`src/rtl/fmul32_pkg.sv`:
```
// fmul32_pkg: shared opcode/rounding enums, binary32 layout, constants and operand unpacking.
// FMUL32_SUBNORMAL_EN enables pre-normalization of subnormal operands; otherwise they flush to zero.
package fmul32_pkg;

  typedef enum logic [1:0] {
    OPC_MUL  = 2'b00,
    OPC_NMUL = 2'b01,
    OPC_AMUL = 2'b10,
    OPC_NOP  = 2'b11
  } opc_e;

  typedef enum logic [1:0] {
    RM_RNE = 2'b00,
    RM_RTZ = 2'b01,
    RM_RUP = 2'b10,
    RM_RDN = 2'b11
  } rmode_e;

  typedef struct packed {
    logic        sign;
    logic [7:0]  exp;
    logic [22:0] man;
  } fp32_t;

  // exp is a 10-bit two's-complement biased exponent; man carries the explicit leading bit.
  typedef struct packed {
    logic        nan;
    logic        inf;
    logic        zero;
    logic [9:0]  exp;
    logic [23:0] man;
  } unpack_t;

  localparam int          BIAS    = 127;
  localparam int          EXP_MAX = 255;
  localparam logic [31:0] POS_INF = 32'h7F80_0000;
  localparam logic [31:0] MAX_FIN = 32'h7F7F_FFFF;

`ifdef FMUL32_SUBNORMAL_EN
  function automatic logic [4:0] lzc24(input logic [23:0] v);
    lzc24 = 5'd24;
    for (int i = 0; i < 24; i++) begin
      if (v[i]) lzc24 = 5'(23 - i);
    end
  endfunction
`endif

  function automatic unpack_t unpack(input fp32_t x);
    unpack_t u;
`ifdef FMUL32_SUBNORMAL_EN
    logic [4:0] lz;
`endif
    u      = '0;
    u.nan  = (x.exp == 8'hFF) && (x.man != 23'd0);
    u.inf  = (x.exp == 8'hFF) && (x.man == 23'd0);
    if (x.exp == 8'd0) begin
`ifdef FMUL32_SUBNORMAL_EN
      if (x.man == 23'd0) begin
        u.zero = 1'b1;
      end else begin
        lz    = lzc24({1'b0, x.man});
        u.man = {1'b0, x.man} << lz;
        u.exp = 10'd1 - {5'd0, lz};
      end
`else
      u.zero = 1'b1;
`endif
    end else begin
      u.exp = {2'b00, x.exp};
      u.man = {1'b1, x.man};
    end
    return u;
  endfunction

endpackage

```
`src/rtl/fmul32_round.sv`:
```
// fmul32_round: combinational normalize, denormalize/flush, round and overflow saturation.
// FMUL32_SUBNORMAL_EN selects gradual underflow; otherwise tiny results flush to signed zero.
module fmul32_round
  import fmul32_pkg::*;
(
  input  logic        i_sign,
  input  logic [9:0]  i_exp,
  input  logic [47:0] i_prod,
  input  logic [1:0]  i_rmode,
  output logic [31:0] o_result
);

  rmode_e      w_rm;
  logic [47:0] w_norm;
  logic [47:0] w_den;
  logic [9:0]  w_exp;
  logic [9:0]  w_exp_rnd;
  logic [23:0] w_sig;
  logic [24:0] w_rnd;
  logic        w_g, w_r, w_s, w_inexact, w_inc, w_tiny, w_ovf, w_lost;
`ifdef FMUL32_SUBNORMAL_EN
  logic [9:0]  w_sh;
`endif

  always_comb begin
    w_rm   = rmode_e'(i_rmode);
    w_norm = i_prod[47] ? i_prod : {i_prod[46:0], 1'b0};
    w_exp  = i_prod[47] ? i_exp + 10'd1 : i_exp;
    w_tiny = $signed(w_exp) < 10'sd1;

`ifdef FMUL32_SUBNORMAL_EN
    // Shift into the subnormal range; everything shifted out joins the sticky bit.
    w_sh   = 10'd1 - w_exp;
    w_den  = w_tiny ? (w_norm >> w_sh) : w_norm;
    w_lost = w_tiny && ((w_norm & ~({48{1'b1}} << w_sh)) != 48'd0);
`else
    w_den  = w_norm;
    w_lost = 1'b0;
`endif

    w_sig     = w_den[47:24];
    w_g       = w_den[23];
    w_r       = w_den[22];
    w_s       = (|w_den[21:0]) | w_lost;
    w_inexact = w_g | w_r | w_s;

    w_inc = 1'b0;
    case (w_rm)
      RM_RNE:  w_inc = w_g & (w_r | w_s | w_sig[0]);
      RM_RTZ:  w_inc = 1'b0;
      RM_RUP:  w_inc = w_inexact & ~i_sign;
      RM_RDN:  w_inc = w_inexact & i_sign;
      default: w_inc = 1'b0;
    endcase

    w_rnd = {1'b0, w_sig} + {24'd0, w_inc};
    // Leading bits are 01 normally and 10 after a rounding carry, giving +0 or +1 on the exponent.
    w_exp_rnd = w_exp - 10'd1 + {8'd0, w_rnd[24:23]};
    w_ovf     = !w_tiny && (int'($signed(w_exp_rnd)) >= EXP_MAX);

    o_result = {i_sign, w_exp_rnd[7:0], w_rnd[22:0]};
    if (w_ovf) begin
      case (w_rm)
        RM_RTZ:  o_result = {i_sign, MAX_FIN[30:0]};
        RM_RUP:  o_result = i_sign ? {1'b1, MAX_FIN[30:0]} : POS_INF;
        RM_RDN:  o_result = i_sign ? {1'b1, POS_INF[30:0]} : MAX_FIN;
        default: o_result = {i_sign, POS_INF[30:0]};
      endcase
    end else if (w_tiny) begin
`ifdef FMUL32_SUBNORMAL_EN
      // A carry into bit 23 lands the value on the minimum normal exponent.
      o_result = {i_sign, 7'd0, w_rnd[23:0]};
`else
      o_result = {i_sign, 31'd0};
`endif
    end
  end

endmodule

```
`src/rtl/fmul32.sv`:
```
// fmul32: binary32 multiplier; input register, product stage, round stage (result 2 edges after sampling).
// Define FMUL32_SUBNORMAL_EN for gradual underflow; the default build flushes subnormals to zero.
module fmul32
  import fmul32_pkg::*;
#(
  parameter logic [31:0] CANON_NAN = 32'h7FC0_0000
) (
  input  logic        clk,
  input  logic        rst,
  input  logic [31:0] op1,
  input  logic [31:0] op2,
  input  logic [1:0]  opc,
  input  logic [1:0]  r_mode,
  output logic [31:0] result,
  output logic        val
);

  logic        r0_vld;
  logic [31:0] r0_a, r0_b;
  logic [1:0]  r0_opc, r0_rm;

  logic        r1_vld, r1_sign, r1_nan, r1_inf, r1_zero;
  logic [1:0]  r1_opc, r1_rm;
  logic [9:0]  r1_exp;
  logic [47:0] r1_prod;

  logic [31:0] r_result;
  logic        r_val;

  unpack_t     w_ua, w_ub;
  logic [47:0] w_prod;
  logic [9:0]  w_exp_sum;
  logic        w_nan, w_inf, w_zero;
  logic        w_sign_fin;
  logic [31:0] w_rnd_res, w_res;

  always_ff @(posedge clk or posedge rst) begin
    if (rst) begin
      r0_vld <= 1'b0;
      r0_a   <= '0;
      r0_b   <= '0;
      r0_opc <= '0;
      r0_rm  <= '0;
    end else begin
      r0_vld <= (opc_e'(opc) != OPC_NOP);
      r0_a   <= op1;
      r0_b   <= op2;
      r0_opc <= opc;
      r0_rm  <= r_mode;
    end
  end

  always_comb begin
    w_ua      = unpack(fp32_t'(r0_a));
    w_ub      = unpack(fp32_t'(r0_b));
    w_exp_sum = w_ua.exp + w_ub.exp - 10'(BIAS);
    w_prod    = {24'd0, w_ua.man} * {24'd0, w_ub.man};
    w_nan     = w_ua.nan | w_ub.nan | (w_ua.inf & w_ub.zero) | (w_ua.zero & w_ub.inf);
    w_inf     = w_ua.inf | w_ub.inf;
    w_zero    = w_ua.zero | w_ub.zero;
  end

  always_ff @(posedge clk or posedge rst) begin
    if (rst) begin
      r1_vld  <= 1'b0;
      r1_sign <= 1'b0;
      r1_nan  <= 1'b0;
      r1_inf  <= 1'b0;
      r1_zero <= 1'b0;
      r1_opc  <= '0;
      r1_rm   <= '0;
      r1_exp  <= '0;
      r1_prod <= '0;
    end else begin
      r1_vld  <= r0_vld;
      r1_sign <= r0_a[31] ^ r0_b[31];
      r1_nan  <= w_nan;
      r1_inf  <= w_inf;
      r1_zero <= w_zero;
      r1_opc  <= r0_opc;
      r1_rm   <= r0_rm;
      r1_exp  <= w_exp_sum;
      r1_prod <= w_prod;
    end
  end

  // The sign is fixed before rounding so directed modes see the final sign.
  always_comb begin
    w_sign_fin = r1_sign;
    case (opc_e'(r1_opc))
      OPC_NMUL: w_sign_fin = ~r1_sign;
      OPC_AMUL: w_sign_fin = 1'b0;
      default:  w_sign_fin = r1_sign;
    endcase
  end

  fmul32_round u_round (
    .i_sign   (w_sign_fin),
    .i_exp    (r1_exp),
    .i_prod   (r1_prod),
    .i_rmode  (r1_rm),
    .o_result (w_rnd_res)
  );

  always_comb begin
    w_res = w_rnd_res;
    if (r1_nan) begin
      w_res = CANON_NAN;
    end else if (r1_inf) begin
      w_res = {w_sign_fin, POS_INF[30:0]};
    end else if (r1_zero) begin
      w_res = {w_sign_fin, 31'd0};
    end
  end

  always_ff @(posedge clk or posedge rst) begin
    if (rst) begin
      r_result <= '0;
      r_val    <= 1'b0;
    end else begin
      r_val <= r1_vld;
      if (r1_vld) r_result <= w_res;
    end
  end

  assign result = r_result;
  assign val    = r_val;

endmodule

```
`config.mk`:
```
export PLATFORM = sky130hd
export DESIGN_NAME = fmul32
export DESIGN_NICKNAME = d
export VERILOG_FILES = /design/src/rtl/fmul32_pkg.sv /design/src/rtl/fmul32_round.sv /design/src/rtl/fmul32.sv
export SDC_FILE = /design/constraint.sdc
export NUM_CORES = 2
export LEC_CHECK = 0
export CORE_MARGIN = 2
export CORE_UTILIZATION = 60
export CTS_CLUSTER_SIZE = 16
export DETAILED_ROUTE_END_ITERATION = 6
export GPL_ROUTABILITY_DRIVEN = 1
export PLACE_DENSITY = 0.79
export SYNTH_ARGS = -nofsm -noshare
export SYNTH_HDL_FRONTEND = slang
export SYNTH_SLANG_ARGS = --single-unit
```
`constraint.sdc`:
```
create_clock -name clk -period 12.84 [get_ports clk]
set_input_delay 3.21 -clock clk [delete_from_list [all_inputs] [get_ports clk]]
set_output_delay 3.21 -clock clk [all_outputs]
set_load 0.02 [all_outputs]
```
### Word level (Yosys, flattened, before mapping)

Cells that the tools add are included.

| storage, ports and cells | value |
|---|---|
| register bits | 169 |
| input port bits | 70 |
| output and inout bits | 33 |
| word-level logic and storage cells | 80 |

| cells by class | value |
|---|---|
| $add $sub $neg | 6 |
| multipliers | 1 |
| order comparisons | 2 |
| equal/unequal tests | 8 |
| multiplexer cells | 16 |
| bitwise operators | 17 |
| reduce and logical (&&, ||, !) cells | 14 |

Operators with widths:

| kind | count |
|---|---|
| 2-to-1 mux 32 bit | 8 |
| one-hot mux 32 bit (3 select lines) | 1 |
| multiplier 24 x 24 -> 48 bit | 1 |
| 2-to-1 mux 48 bit | 1 |
| zero test 23 bit | 2 |
| nonzero test 23 bit | 2 |
| 2-to-1 mux 31 bit | 1 |
| adder 24 x 1 -> 25 bit | 1 |
| OR reduction 22 bit | 1 |
| equality test 8 bit, second input constant | 2 |
| zero test 8 bit | 2 |
| adder 10 x 1 -> 10 bit, second input constant | 1 |
| adder 10 bit | 1 |
| adder 10 x 2 -> 10 bit | 1 |
| >= comparator 10 x 9 -> 1 bit, second input constant | 1 |
| < comparator 10 x 2 -> 1 bit, second input constant | 1 |
| 2-to-1 mux 10 bit | 1 |
| subtractor 10 x 1 -> 10 bit, second input constant | 1 |
| subtractor 10 x 7 -> 10 bit, second input constant | 1 |
| bitwise OR 1 bit | 9 |
| equality test 2 bit, second input constant | 3 |
| AND 1 bit | 5 |
| logical AND 1 bit | 5 |
| equality test 2 x 1 -> 1 bit, second input constant | 2 |
| other kinds (8) | 10 |

### Depth between registers and ports, before layout

| depth | value |
|---|---|
| depth after elaboration | 14 |
| mapped depth | 32 |
| gate-level depth less buffers | 31 |

### Modules after synthesis

From an unflattened synthesis, not the netlist that was laid out.

| second synthesis, totals | value |
|---|---|
| cell total of the unflattened synthesis | 2,895 |
| area total of the unflattened synthesis | 26,676.8 sq um |

Modules (own cells, without submodules):

| module | instances | cells an instance | area each (sq um) | sequential area each (sq um) |
|---|---|---|---|---|
| fmul32 | 1 | 2,590 | 24,566.1 | 4,229.1 |
| fmul32_round | 1 | 305 | 2,110.8 | 0.0 |

### Least setup slack after synthesis

No wires, ideal clock.

| path | value |
|---|---|
| path kind | register -> register |
| start | register r0_b[30] |
| end | register r1_prod[40] |
| library setup time | 0.080 ns |
| arrival | 7.718 ns |
| data required time | 12.760 ns |
| setup slack | 5.042 ns |
| cell stages (with the launch flop) | 32 |
| path buffers | 4 |
| period minus slack after synthesis | 7.798 ns |
| cell sequence | dfrtp_1 -> or4_1 -> nor2_1 -> nor2_1 -> clkbuf_1 -> clkbuf_1 -> clkbuf_1 -> and3_1 -> fa_1 -> fa_1 -> inv_1 -> fa_1 -> inv_1 -> fa_1 -> inv_1 -> fa_1 -> inv_1 -> fa_1 -> inv_1 -> fa_1 -> inv_1 -> ha_1 -> clkbuf_1 -> nand3_1 -> o211ai_1 -> o21ai_0 -> a211oi_1 -> nor4_1 -> o31a_1 -> o21ai_1 -> a221oi_1 -> xnor2_1 |

| between the ends | value |
|---|---|
| cells in the longest elaborated chain, start to end | 3 |

RTL lines:

| element | RTL line | RTL |
|---|---|---|
| from (decl) | fmul32.sv:19 | `logic [31:0] r0_a, r0_b;` |
| from (signal assigned) | fmul32.sv:47 | `r0_b <= op2;` |
| zero test 8 bit | fmul32_pkg.sv:56 | `if (x.exp == 8'd0) begin` |
| 2-to-1 mux 32 bit | fmul32_pkg.sv:56 |  |
| multiplier 24 x 24 -> 48 bit | fmul32.sv:57 | `w_prod = {24'd0, w_ua.man} * {24'd0, w_ub.man};` |
| named net w_prod[40] | fmul32.sv:31 | `logic [47:0] w_prod;` |
| to (signal assigned) | fmul32.sv:83 | `r1_prod <= w_prod;` |
| to (decl) | fmul32.sv:25 | `logic [47:0] r1_prod;` |

The timed path passes the listed nets, and every way through them passes these cells.
A chain may end at the register's enable or synchronous reset.

### Worst setup path in the final report

| path | value |
|---|---|
| start | register r0_b[29] |
| end | register r1_prod[40] |

The elaborated chain is that of the path after synthesis.

==> metrics.md <==
| Metric | Value |
|---|---|
| Clk buf depth | `2` |
| Synth Net Count | `3,606` |
| Final-report hold violation count | `0` |
| Clock sink count | `169` |
| Synth top area cells | `fa_1 (36%), dfrtp_1 (16%), ha_1 (9.8%)` |
| Max FO, Critical Path | `between 150 and 200` |
| FF+latch count, synth | `around 170` |
| Main synth FF type | `dfrtp_1` |
| Clock Skew | `14.5 ps` |
| Hold bufs inserted after CTS | `0` |
| PostCTS Resize Cnt | `0` |
| CP max stage delay | `910 ps` |
| Residual DRC | `0` |
| Detail Route Antenna Nets | `0` |
| Area leader, netlist | `fa_1` |
| Total wire length | `~77 mm` |
| Fin nets | `3,584` |
| Top cell type's share of synthesized area | `36.5%` |
| Pre-antenna DRT Iters | `6` |
| Arrival @ worst endpoint | `9920 ps` |
| Max-Cap Viols | `0` |
| Fraction of layout cells with a size suffix above 1 | `3.71%` |
| Critical Path RT | `~13,000 ps` |
| Synth Cell Area | `26,600 µm²` |
| Die W | `214 µm` |
| M3 GR Usage | `10.6%` |
| Worst slew pin tran | `1320 ps` |
| RR Endpoint | `r1_prod[40]` |
| Warnings from Yosys | `0` |
| Setup TNS Final | `0 ps` |
| Post-synth EDFFs | `0` |
| Initial core utilization | `60.4%` |
| Worst flop-to-flop path startpoint | `r0_b[29]` |
| Post-DP HPWL | `57.6 mm` |
| Min cycle time layout | `9540 ps` |
| Setup Buffers After CTS | `0` |
| Via count | `20.5k` |
| Vias/cell | `5.97` |
| Seq/Total Area, Yosys | `15.9%` |
| Iter 0 DRT Violations | `1,965` |
| Clock latency on the worst-skew pair | `470 ps` |
| Avg WL per Cell | `22.6 µm` |
| Synth Instances | `2,843` |
| Io pins | `103` |
| Worst slew margin | `12.0%` |
| Post-synth ARST share | `100%` |
| Vias in the first global route | `22.0k` |
| Clock root buffer master | `clkbuf_16` |
| Final setup fails | `0` |
| Initial antenna violation count | `5` |
| Final WS setup | `~3300 ps` |
| TritonCTS clock tree | `yes` |
| HP Class | `reg2reg` |
| Reg2reg setup slack | `approximately 3300 ps` |
| Pins Over Slew Limit | `0` |
| Pre-CTS worst setup slack | `3540 ps` |
| Std cell rows | `77` |
| WS Path Type | `reg2reg` |
| Port Buf Inserts | `102` |
| GRT Total Usage | `34.6%` |
| Met1 usage | `43.9%` |
| Crit path to | `r1_prod[40]` |
| Crit path from | `r0_b[29]` |
| Die H | `214 µm` |
| FMAX | `0.105 GHz` |
| Area growth syn-to-layout | `7.42%` |
| Crit end category | `flop` |
| Total grt overflow | `0` |
| RSZ-0062 raised after global routing | `false` |
| Largest net degree at the start of global routing | `around 160` |
| Clock-pin slew on the worst setup and hold paths | `around 70 ps` |
| Core Util, Final | `64.9%` |
| Tcrit/Tclk final | `74.3%` |
| Worst Reg2Reg Path Length in Cells | `30` |
| Grt peak-use layer | `met2` |
| H-tree depth | `4` |
| Met2 usage | `a little under three fifths` |
| Slowest stage cell, crit path | `and2_1` |
| Startpoint types | `flop` |
| Core area | `43,900 µm²` |
| GPL Wtd Cong | `0.992` |
| Status | `finished, final reports clean` |
| Yosys cell types | `66` |
| Die ar. | `about 46,000 µm²` |
| Avg Inst Size Synth | `9.34 µm²` |
| First-pass GRT wire length | `about 120 mm` |
| Total CTS buffers | `17` |
placed cells by master, fill, tap and decap left out, types with 5 or more instances in the layout:
cell and count:
xor2_1 39, nor3_1 10, ha_1 209, o21bai_1 11
nor4_1 17, xnor2_1 56, fa_1 484, dfrtp_1 168
inv_1 619, and3_1 279, or3_1 8, o21a_1 8
nand2b_1 6, clkdlybuf4s50_1 102, clkbuf_16 17, a31oi_1 6
nor2b_1 11, nand3_1 49, buf_4 35, nand4_1 21
and2_1 40, nand2_1 326, o211ai_1 13, nor2_1 54
a21oi_1 72, o21ai_0 33, mux2i_1 11, o221ai_2 20
mux2_2 5, a21o_1 21, a211oi_1 10
routing by layer:
metal / part of all wire (%) / up-vias
met3: 12 / 272
met2: 46 / 1223
li1: - / 8769
met4: 4.6 / 4
met1: 37 / 10200
met5: 0.027 / -
cell type report:
class / instances / area [µm²]
antenna: 3 / 7.51
multi-input combinational: 1875 / 19300
clock buffer: 19 / 453
clock inverter: 12 / 153
timing repair buffer: 138 / 1300
fill: 3582 / 15400
tap: 592 / 741
inverter: 620 / 2330
sequential: 169 / 4230
flip-flops by register name, summed over array words and instances (netlist names), 2 cells and up:
name     cells
r0_a        32
r0_b        32
r0_opc       2
r0_rm        2
r1_exp      10
r1_opc       2
r1_prod     48
r1_rm        2
result      32
synth_stat cells (5+ instances only):
master	number
o21ai_0	33
nand3_1	49
o21bai_1	11
xor2_1	39
ha_1	209
o211ai_1	13
mux2i_1	11
nand2_1	326
o21a_1	8
a21o_1	21
nand2b_1	6
a31oi_1	6
nand4_1	21
or3_1	8
dfrtp_1	169
nor3_1	10
mux2_2	5
nor2_1	55
nor2b_1	11
a211oi_1	10
nor4_1	17
a21oi_1	72
o221ai_2	20
fa_1	484
buf_2	6
xnor2_1	56
and3_1	279
inv_1	620
and2_1	40
clkbuf_1	168
stage by stage:
stage	cell area, µm²	hold WS (ps)	cells
final	28500	355	3428
after detailed placement	27900	337	3394
after global placement	27900	333	3394
after global routing	28500	362	3425
after floorplan	26600	331	2843
after CTS	28500	353	3425
worst min path at each step:
stage	start	depth (start not counted)	to
2_1_floorplan	r0_opc[0]	0	r1_opc[0]
3_3_place_gp	r0_vld	0	r1_vld
3_5_place_dp	r0_rm[1]	0	r1_rm[1]
4_1_cts	r0_vld	0	r1_vld
5_1_grt	r0_vld	0	r1_vld
6_report	r0_vld	0	r1_vld
cells by family after synthesis:
| kind of cell | share of synthesized area (%) |
|---|---|
| AND/OR/NAND/NOR | 16.1 |
| buffers and inverters | 11.4 |
| adder cells (fa/ha/maj) | 46.3 |
| AO/OA/AOI/OAI | 6.27 |
| flip-flops | 15.9 |
| XOR/XNOR | 3.30 |
| multiplexers | 0.627 |
critical path, delay by kind of cell (launching register included):
family,cells,cell delay [ps]
and+or+nand+nor,7,2780
xor gates and xnor gates,1,160
DFF,1,380
AOI/OAI and AO/OA,6,1330
buffers and inverters,8,760
adders and majority gates,8,3870
Power is not shown: default switching activity piles up to over one toggle a cycle in this logic, so the estimate is an artifact.
